**src/rtl/dht_pkg.sv**
```systemverilog
// Shared types and constants for the DHT single-wire reader.
package dht_pkg;

   localparam int FRAME_BITS = 40;
   localparam int BYTE_W     = 8;

   typedef enum logic [2:0] {
      IDLE, START_LOW, WAIT_RESP, RESP_LOW, RESP_HIGH, BIT_LOW, BIT_HIGH, CHECK
   } state_t;

   localparam logic [1:0] ERR_NONE   = 2'd0;
   localparam logic [1:0] ERR_NORESP = 2'd1;
   localparam logic [1:0] ERR_BITTO  = 2'd2;
   localparam logic [1:0] ERR_CSUM   = 2'd3;

   typedef struct packed {
      logic [BYTE_W-1:0] hum_int;
      logic [BYTE_W-1:0] hum_dec;
      logic [BYTE_W-1:0] temp_int;
      logic [BYTE_W-1:0] temp_dec;
   } dht_data_t;

   // Byte sum wraps at 8 bits by construction of the operand widths.
   function automatic logic csum_ok(input logic [FRAME_BITS-1:0] f);
      logic [BYTE_W-1:0] s;
      s = f[39:32] + f[31:24] + f[23:16] + f[15:8];
      return s == f[7:0];
   endfunction

endpackage

```
**src/rtl/dht_line_sync.sv**
```systemverilog
// Two-flop synchronizer for the DHT line with registered-edge pulse outputs.
module dht_line_sync (
   input  logic clk,
   input  logic rst,
   input  logic dht_i,
   output logic ln,
   output logic rise,
   output logic fall
);

   logic meta, prev;

   // Idle line is pulled up, so everything resets to 1 to avoid a false edge.
   always_ff @(posedge clk or negedge rst) begin
      if (!rst) begin
         meta <= 1'b1;
         ln   <= 1'b1;
         prev <= 1'b1;
      end else begin
         meta <= dht_i;
         ln   <= meta;
         prev <= ln;
      end
   end

   assign rise = ln & ~prev;
   assign fall = ~ln & prev;

endmodule

```
**src/rtl/dht_reader.sv**
```systemverilog
// DHT sensor protocol engine: start pulse, response check, 40-bit capture, checksum.
module dht_reader
   import dht_pkg::*;
#(
   parameter int CLK_HZ         = 100_000_000,
   parameter int START_LOW_CYC  = 1_900_000,
   parameter int BIT_THRESH_CYC = 4_000,
   parameter int TIMEOUT_CYC    = 12_000
) (
   input  logic              clk,
   input  logic              rst,
   input  logic              dht_i,
   output logic              dht_oe,
   input  logic              start,
   output logic              busy,
   output logic              valid,
   output logic              error,
   output logic [1:0]        err_code,
   output logic [BYTE_W-1:0] hum_int,
   output logic [BYTE_W-1:0] hum_dec,
   output logic [BYTE_W-1:0] temp_int,
   output logic [BYTE_W-1:0] temp_dec
);

   // Counter sized to hold 20 ms of clock cycles.
   localparam int CNT_W = $clog2(CLK_HZ / 50 + 1);
   localparam logic [CNT_W-1:0] START_END = CNT_W'(START_LOW_CYC - 1);
   localparam logic [CNT_W-1:0] TO_END    = CNT_W'(TIMEOUT_CYC - 1);
   localparam logic [CNT_W-1:0] THRESH    = CNT_W'(BIT_THRESH_CYC);

   state_t                state;
   logic [CNT_W-1:0]      cnt;
   logic [FRAME_BITS-1:0] sr;
   logic [5:0]            nbits;
   dht_data_t             data;
   logic                  ln, rise, fall, phase_edge;

   dht_line_sync u_sync (
      .clk   (clk),
      .rst   (rst),
      .dht_i (dht_i),
      .ln    (ln),
      .rise  (rise),
      .fall  (fall)
   );

   // Low phases end on a rise, high phases end on a fall.
   assign phase_edge = (state == RESP_LOW || state == BIT_LOW) ? rise : fall;

   always_ff @(posedge clk or negedge rst) begin
      if (!rst) begin
         state    <= IDLE;
         cnt      <= '0;
         dht_oe   <= 1'b0;
         busy     <= 1'b0;
         valid    <= 1'b0;
         error    <= 1'b0;
         err_code <= ERR_NONE;
         sr       <= '0;
         nbits    <= '0;
         data     <= '0;
      end else begin
         valid <= 1'b0;
         if (cnt != '1) cnt <= cnt + 1'b1;
         case (state)
            IDLE: if (start) begin
               state    <= START_LOW;
               cnt      <= '0;
               dht_oe   <= 1'b1;
               busy     <= 1'b1;
               error    <= 1'b0;
               err_code <= ERR_NONE;
               sr       <= '0;
               nbits    <= '0;
            end
            START_LOW: if (cnt == START_END) begin
               state  <= WAIT_RESP;
               cnt    <= '0;
               dht_oe <= 1'b0;
            end
            WAIT_RESP, RESP_LOW, RESP_HIGH, BIT_LOW, BIT_HIGH: begin
               if (phase_edge) begin
                  cnt <= '0;
                  case (state)
                     WAIT_RESP: state <= RESP_LOW;
                     RESP_LOW:  state <= RESP_HIGH;
                     RESP_HIGH: state <= BIT_LOW;
                     BIT_LOW:   state <= BIT_HIGH;
                     BIT_HIGH: begin
                        sr    <= {sr[FRAME_BITS-2:0], cnt >= THRESH};
                        nbits <= nbits + 1'b1;
                        state <= (nbits == 6'(FRAME_BITS - 1)) ? CHECK : BIT_LOW;
                     end
                     default: state <= IDLE;
                  endcase
               end else if (cnt == TO_END) begin
                  state    <= IDLE;
                  cnt      <= '0;
                  busy     <= 1'b0;
                  error    <= 1'b1;
                  err_code <= (state == BIT_LOW || state == BIT_HIGH) ? ERR_BITTO : ERR_NORESP;
               end
            end
            CHECK: begin
               state <= IDLE;
               cnt   <= '0;
               busy  <= 1'b0;
               if (csum_ok(sr)) begin
                  data  <= dht_data_t'(sr[FRAME_BITS-1:BYTE_W]);
                  valid <= 1'b1;
               end else begin
                  error    <= 1'b1;
                  err_code <= ERR_CSUM;
               end
            end
            default: state <= IDLE;
         endcase
      end
   end

   assign hum_int  = data.hum_int;
   assign hum_dec  = data.hum_dec;
   assign temp_int = data.temp_int;
   assign temp_dec = data.temp_dec;

endmodule

```
**config.mk**
```make
export PLATFORM = sky130hd
export DESIGN_NAME = dht_reader
export DESIGN_NICKNAME = d
export VERILOG_FILES = /design/src/rtl/dht_pkg.sv /design/src/rtl/dht_line_sync.sv /design/src/rtl/dht_reader.sv
export SDC_FILE = /design/constraint.sdc
export NUM_CORES = 1
export LEC_CHECK = 0
export CAP_MARGIN = 25
export CORE_AREA = 2 2 105 107
export DETAILED_ROUTE_END_ITERATION = 12
export DIE_AREA = 0 0 107 109
export PLACE_DENSITY = 0.72
export SYNTH_ARGS = -nofsm -noshare
export SYNTH_HDL_FRONTEND = slang
export SYNTH_SLANG_ARGS = --single-unit
```
**constraint.sdc**
```tcl
create_clock -name clk -period 3.4 [get_ports clk]
set_input_delay 0.85 -clock clk [delete_from_list [all_inputs] [get_ports clk]]
set_output_delay 0.85 -clock clk [all_outputs]
set_load 0.01 [all_outputs]
```
# Word level (Yosys, flattened, before mapping)
# Index checks and enable logic that the tools add are counted.
[word_totals]
in_bits = 4
wordCells = 100
ff_bits = 111
output_inout_bits = 38
[op_classes]
order_cmp = 1
bitwise_logic = 4
n_addsub = 5
n_eq_ne = 20
n_mux = 41
n_reduce_logical = 13
[op_table]
columns = ["cell", "n"]
rows = [
  ["two-way mux 40 bit", 3],
  ["two-way mux 21 bit", 5],
  ["case mux 21 bit (4 select lines)", 1],
  ["case mux 40 bit (2 select lines)", 1],
  ["adder 8 bit", 3],
  ["adder 21 x 1 -> 21 bit (second input constant)", 1],
  ["equality test 21 x 14 -> 1 bit (second input constant)", 1],
  ["equality test 21 bit (second input constant)", 1],
  [">= comparator 21 x 12 -> 1 bit (second input constant)", 1],
  ["!= test 21 bit (second input constant)", 1],
  ["two-way mux 6 bit", 3],
  ["case mux 3 bit (5 select lines)", 1],
  ["!= test 2 bit (second input constant)", 7],
  ["equality test 3 bit (second input constant)", 4],
  ["two-way mux 2 bit", 6],
  ["two-way mux 3 bit", 4],
  ["case mux 3 bit (4 select lines)", 1],
  ["case mux 6 bit (2 select lines)", 1],
  ["two-way mux 1 bit", 11],
  ["equality test 8 bit", 1],
  ["AND reduction 4 bit", 2],
  ["adder 6 x 1 -> 6 bit (second input constant)", 1],
  ["equality test 3 x 2 -> 1 bit (second input constant)", 2],
  ["equality test 6 bit (second input constant)", 1],
  ["15 further kinds", 21],
]

# Logic depth before layout (Yosys ltp)
# Gate-level depths: netlist of run 1.
[logic_depth]
word_depth = 6
mapped_depth = 14
depth_no_buf = 12

# Cells and area by module
# A second synthesis of run 1 with hierarchy kept.
[hier_totals]
cells_unflattened = 452
hier_area_um2 = 5330.1
[modules_own_cells]
columns = ["module", "n_inst", "area_each_um2", "cells_each", "seq_area_each_um2"]
rows = [
  ["dht_reader", 1, 5236.3, 447, 2702.6],
  ["dht_line_sync", 1, 93.8, 5, 78.8],
]

# Worst setup path before layout of run 1
# No wires, ideal clock.
[synth_path]
path_kind = "flip-flop to flip-flop"
start = "register sr[9]"
end = "register data (netlist bit hum_dec[0])"
setup_ns = 0.125
synth_period_minus_slack_ns = 3.734
path_buffers = 2
stages_incl_launch_ff = 15
setup_slack_ns = -0.334
t_required_ns = 3.275
arrival_ns = 3.609
cell_sequence = "dfrtp_1 -> fa_1 -> inv_1 -> fa_1 -> inv_1 -> ha_1 -> fa_1 -> a21o_1 -> a21oi_1 -> o21ai_0 -> xnor2_1 -> and4b_1 -> buf_6 -> buf_12 -> mux2_4"
[synth_between]
elab_chain_cells = 3
[synth_lines]
columns = ["item", "line_no", "source"]
rows = [
  ["start, declared", "dht_reader.sv:33", "logic [FRAME_BITS-1:0] sr;"],
  ["start signal, assigned", "dht_reader.sv:90", "sr <= {sr[FRAME_BITS-2:0], cnt >= THRESH};"],
  ["adder 8 bit", "dht_pkg.sv:26", "s = f[39:32] + f[31:24] + f[23:16] + f[15:8];"],
  ["equality test 8 bit", "dht_pkg.sv:27", "return s == f[7:0];"],
  ["AND reduction 2 bit (no source line)", "n/a", ""],
  ["end signal, assigned", "dht_reader.sv:109", "data <= dht_data_t'(sr[FRAME_BITS-1:BYTE_W]);"],
  ["end, declared", "dht_reader.sv:35", "dht_data_t data;"],
]
# Every way passes these cells.
# A chain may end at the register's enable or synchronous reset.

# Worst setup path in the final report of run 1
[layout_path]
start = "register sr[25]"
end = "register data (netlist bit temp_int[3])"
[layout_between]
elab_chain_cells = 5
[layout_lines]
columns = ["item", "line_no"]
rows = [
  ["adder 8 bit (3 in a row)", "dht_pkg.sv:26"],
  ["equality test 8 bit", "dht_pkg.sv:27"],
  ["AND reduction 2 bit (no source line)", "n/a"],
]
# Every way passes these cells.

==> out/qor.yml, run 1 <==
run_status:
  status: "complete, but fails checks"
  failed_checks: "setup timing"
timing:
  setup_tns_ns: -9.41
  fin_crit_ns: 3.71
  slew_viol_final: 0
  finalHoldViolCount: 0
  fin_skew_ns: 0.0128
  rsz0062_at_grt: "true"
  max_freq_ghz: 0.270
  tightest_slew_ns: 0.618
  hold_ws_ns: 0.363
  slew_headroom_pct: 58.5
  fin_ws_ns: -0.306
  post-route-period-util_pct: 109
  setup_viol: 35
worst_setup_path:
  rr_worst_depth: 14
  crit_start: "sr[25]$_DFFE_PN0P_"
  end_kind: "register"
  crit_type: "register to register"
  rr_startpoint: "sr[25]$_DFFE_PN0P_"
  r2r_end: "temp_int[3]$_DFFE_PN0P_"
  worstPathArrival_ns: 3.97
  crit_end: "temp_int[3]$_DFFE_PN0P_"
  critPathMaxFanout: 7
  cp-start-kind: "register"
  rrSetupSlack_ns: -0.31
  required_ns: 3.66
floorplan:
  die-area_mm2: 0.0117
  die_x_um: 107
  floorplan.initialDensity_pct: 51.5
  core_area_mm2: 0.0106
  rows: 38
  io_pins: 42
  fp.dieH_um: 109
grt:
  grt_pass1_vias: 3711
  grt_max_degree: 71
  antenna_found_initial: 0
  grt_pass1_wl_um: 18500
  grt_usage_pct: 20.3
  grt-ovfl-total: 0
logic_synthesis:
  yosysWarnings: 0
  synthArstFlopShare_pct: 100
  syn_nets: 473
  synth_ff_type: "dfrtp_1"
  syn_area_per_cell_um2: 12.3
  ys_seq_elements: 111
  synth_edf_count: 0
  yosysSeqAreaShare_pct: 51.0
  syn_inst: 445
  yosysUniqueCellTypes: 53
  syn_area_mm2: 0.00546
final_layout:
  n_antenna_cell: 0
  utilization_pct: 61.4
  final_nets: 542
  syn_to_final_growth_pct: 19.4
  design_area_mm2: 0.00652
  drive_gt1_share_pct: 20.8
  fill_cells: 834
pwr:
  combPwrFrac_pct: 20.3
  switching_share_pct: 31.7
  leakage_nw: 3.02
  p_per_area_mw_per_mm2: 430
  switchingPower_mw: 0.887
  p_clk_share_pct: 27.1
  ir_worst_vdd_uv: 462
  p_int_mw: 1.91
  share_seq_of_total_power_pct: 52.6
place:
  dpl_worst_slack_ns: -0.351
  portBuffers: 41
  place_area_mm2: 0.00620
  globalplace.congestion: 0.851
  dp_hpwl_um: 7500
cts:
  numCtsBuffers: 9
  cts-root-buf: "clkbuf_8"
  htreeDepth: 3
  clockBufferDepth: 2
  cts_tree: "yes"
  clk-insertion-delay-late_ns: 0.37
  ctsHoldBuffers: 0
  clock-sinks: 111
  clk_pin_slew_worst_paths_ns: 0.10
routing:
  ant_nets: 0
  vias: 3584
  drc: 0
  drtIter0Drc: 169
  firstDrtPassIters: 4
  wl_per_cell_um: 16.2
  via_per_inst: 5.44
  wl_um: 10700
job:
  max_cap_viol_count: 0
worst_hold_path:
  hold_class: "register to register"
sequential cells by signal (all words and copies together), names as in the netlist, 2 cells and up:
register and flops:
sr 40, cnt 21, hum_dec 8, hum_int 8, temp_dec 8, temp_int 8, nbits 6, state 3
err_code 2
critical path: stages, from the launching register on:
cell     delay, ns
dfrtp_1       0.41
fa_1          0.55
inv_1         0.05
fa_1          0.47
inv_1         0.04
ha_2          0.17
fa_2          0.54
xor2_1        0.07
nor2_1        0.10
nand4_1       0.15
nor3_2        0.14
and4b_2       0.36
buf_12        0.14
buf_16        0.12
mux2_4        0.29
Yosys cell counts (all sizes together) (4+ instances only):
master,n,share of area [%]
dfrtp,108,50
a211oi,5,0.78
and2,5,0.57
a22o,36,5.8
nand3,7,0.64
nor3,6,0.55
o21ai,16,1.5
a21o,4,0.55
buf,10,1.8
ha,10,2.3
nand2,24,1.7
nand4,11,1.3
nor2,36,2.5
mux2,34,9.1
xor2,20,3.2
inv,18,1.2
clkbuf,9,0.62
xnor2,20,3.2
a21oi,11,1.0
fa,14,5.1
and3,6,0.71
nor4,5,0.96
cell families (layout without fill, tap and decap cells):
| kind of cell | count (synthesis) | count (layout) | synth area share [%] |
|---|---|---|---|
| flip-flops | 111 | 111 | 51.0 |
| multiplexers | 35 | 35 | 9.26 |
| AND/OR/NAND/NOR | 116 | 116 | 11.1 |
| adder cells (fa/ha/maj) | 24 | 24 | 7.43 |
| XOR/XNOR | 40 | 40 | 6.42 |
| AO/OA/AOI/OAI | 82 | 82 | 11.2 |
| buffers and inverters | 37 | 111 | 3.69 |
repair_timing:
item                       4_1_cts  5_1_grt
gates cloned                     1        0
pin swaps                        5        0
setup buffers                    4        1
setup endpoints to repair       36       36
gates resized for setup          8        3
power groups by stage:
stage | registers (mW) | logic, mW | clock network (mW)
final | 1.47 | 0.568 | 0.758
after global routing | 1.49 | 0.630 | 0.847
after CTS | 1.47 | 0.557 | 0.789
after detailed placement | 1.50 | 0.541 | 0
after global placement | 1.49 | 0.523 | 0
after floorplan | 1.46 | 0.375 | 0
worst min path at each step:
stage                          startpoint                  end  cells past startpoint
global route        u_sync.meta$_DFF_PN1_  u_sync.ln$_DFF_PN1_                      0
global placement    u_sync.meta$_DFF_PN1_  u_sync.ln$_DFF_PN1_                      0
floorplan           u_sync.meta$_DFF_PN1_  u_sync.ln$_DFF_PN1_                      0
detailed placement  u_sync.meta$_DFF_PN1_  u_sync.ln$_DFF_PN1_                      0
CTS                 u_sync.meta$_DFF_PN1_  u_sync.ln$_DFF_PN1_                      0
finish              u_sync.meta$_DFF_PN1_  u_sync.ln$_DFF_PN1_                      0
per-layer routing:
layer,share of wire (%),vias up,routed length (um),GRT usage [%]
met5,0,-,0,0
met4,1.0,0,109,5.66
met3,3.4,7,369,4.18
met2,48,72,5170,33.0
met1,47,1798,5050,27.9
li1,-,1707,-,-
per-stage QoR:
step	std cells	power (mW)
after floorplan	445	1.83
after global placement	638	2.01
after detailed placement	638	2.04
after CTS	658	2.82
final	659	2.80
after global routing	659	2.96
cells in the final DEF, fill, tap and decap left out, types with 2 or more instances in the layout:
| master | instances |
|---|---|
| nand2b_1 | 2 |
| xnor2_2 | 2 |
| inv_1 | 18 |
| nand3_1 | 7 |
| clkbuf_8 | 9 |
| a21o_1 | 4 |
| nor2_1 | 36 |
| clkdlybuf4s50_1 | 40 |
| fa_1 | 13 |
| nor2b_1 | 3 |
| o211ai_1 | 3 |
| o21ai_0 | 14 |
| dfstp_2 | 3 |
| a22o_1 | 36 |
| ha_1 | 9 |
| or3_1 | 2 |
| nand4_1 | 11 |
| and3_1 | 5 |
| o21ai_1 | 2 |
| and2_1 | 5 |
| nor4_4 | 2 |
| buf_12 | 4 |
| buf_4 | 31 |
| inv_6 | 3 |
| dfrtp_1 | 108 |
| nor4_1 | 2 |
| a211oi_1 | 4 |
| nor3_1 | 5 |
| nand2_1 | 24 |
| inv_8 | 2 |
| xor2_1 | 20 |
| mux2_4 | 33 |
| a21oi_1 | 10 |
| xnor2_1 | 18 |
area by class of cell:
cell class / instances / area (um^2) / area share (%)
Sequential cell: 111 / 2780 / 42.7
Multi-Input combinational cell: 297 / 2550 / 39.2
Timing Repair Buffer: 77 / 752 / 11.5
Tap cell: 140 / 175 / 2.69
Clock buffer: 9 / 124 / 1.90
Inverter: 18 / 67.6 / 1.04
Clock inverter: 7 / 61.3 / 0.941
Note: power is estimated with default switching activity, not from simulation.
==> inputs of run 2 (changes only) <==
--- a/config.mk
+++ b/config.mk
@@ -10,6 +10,7 @@
 export DETAILED_ROUTE_END_ITERATION = 12
 export DIE_AREA = 0 0 107 109
 export PLACE_DENSITY = 0.72
+export SLEW_MARGIN = 20
 export SYNTH_ARGS = -nofsm -noshare
 export SYNTH_HDL_FRONTEND = slang
 export SYNTH_SLANG_ARGS = --single-unit
==> results of run 2 <==
No change in the layout: final DEF, timing and power equal those of run 1.
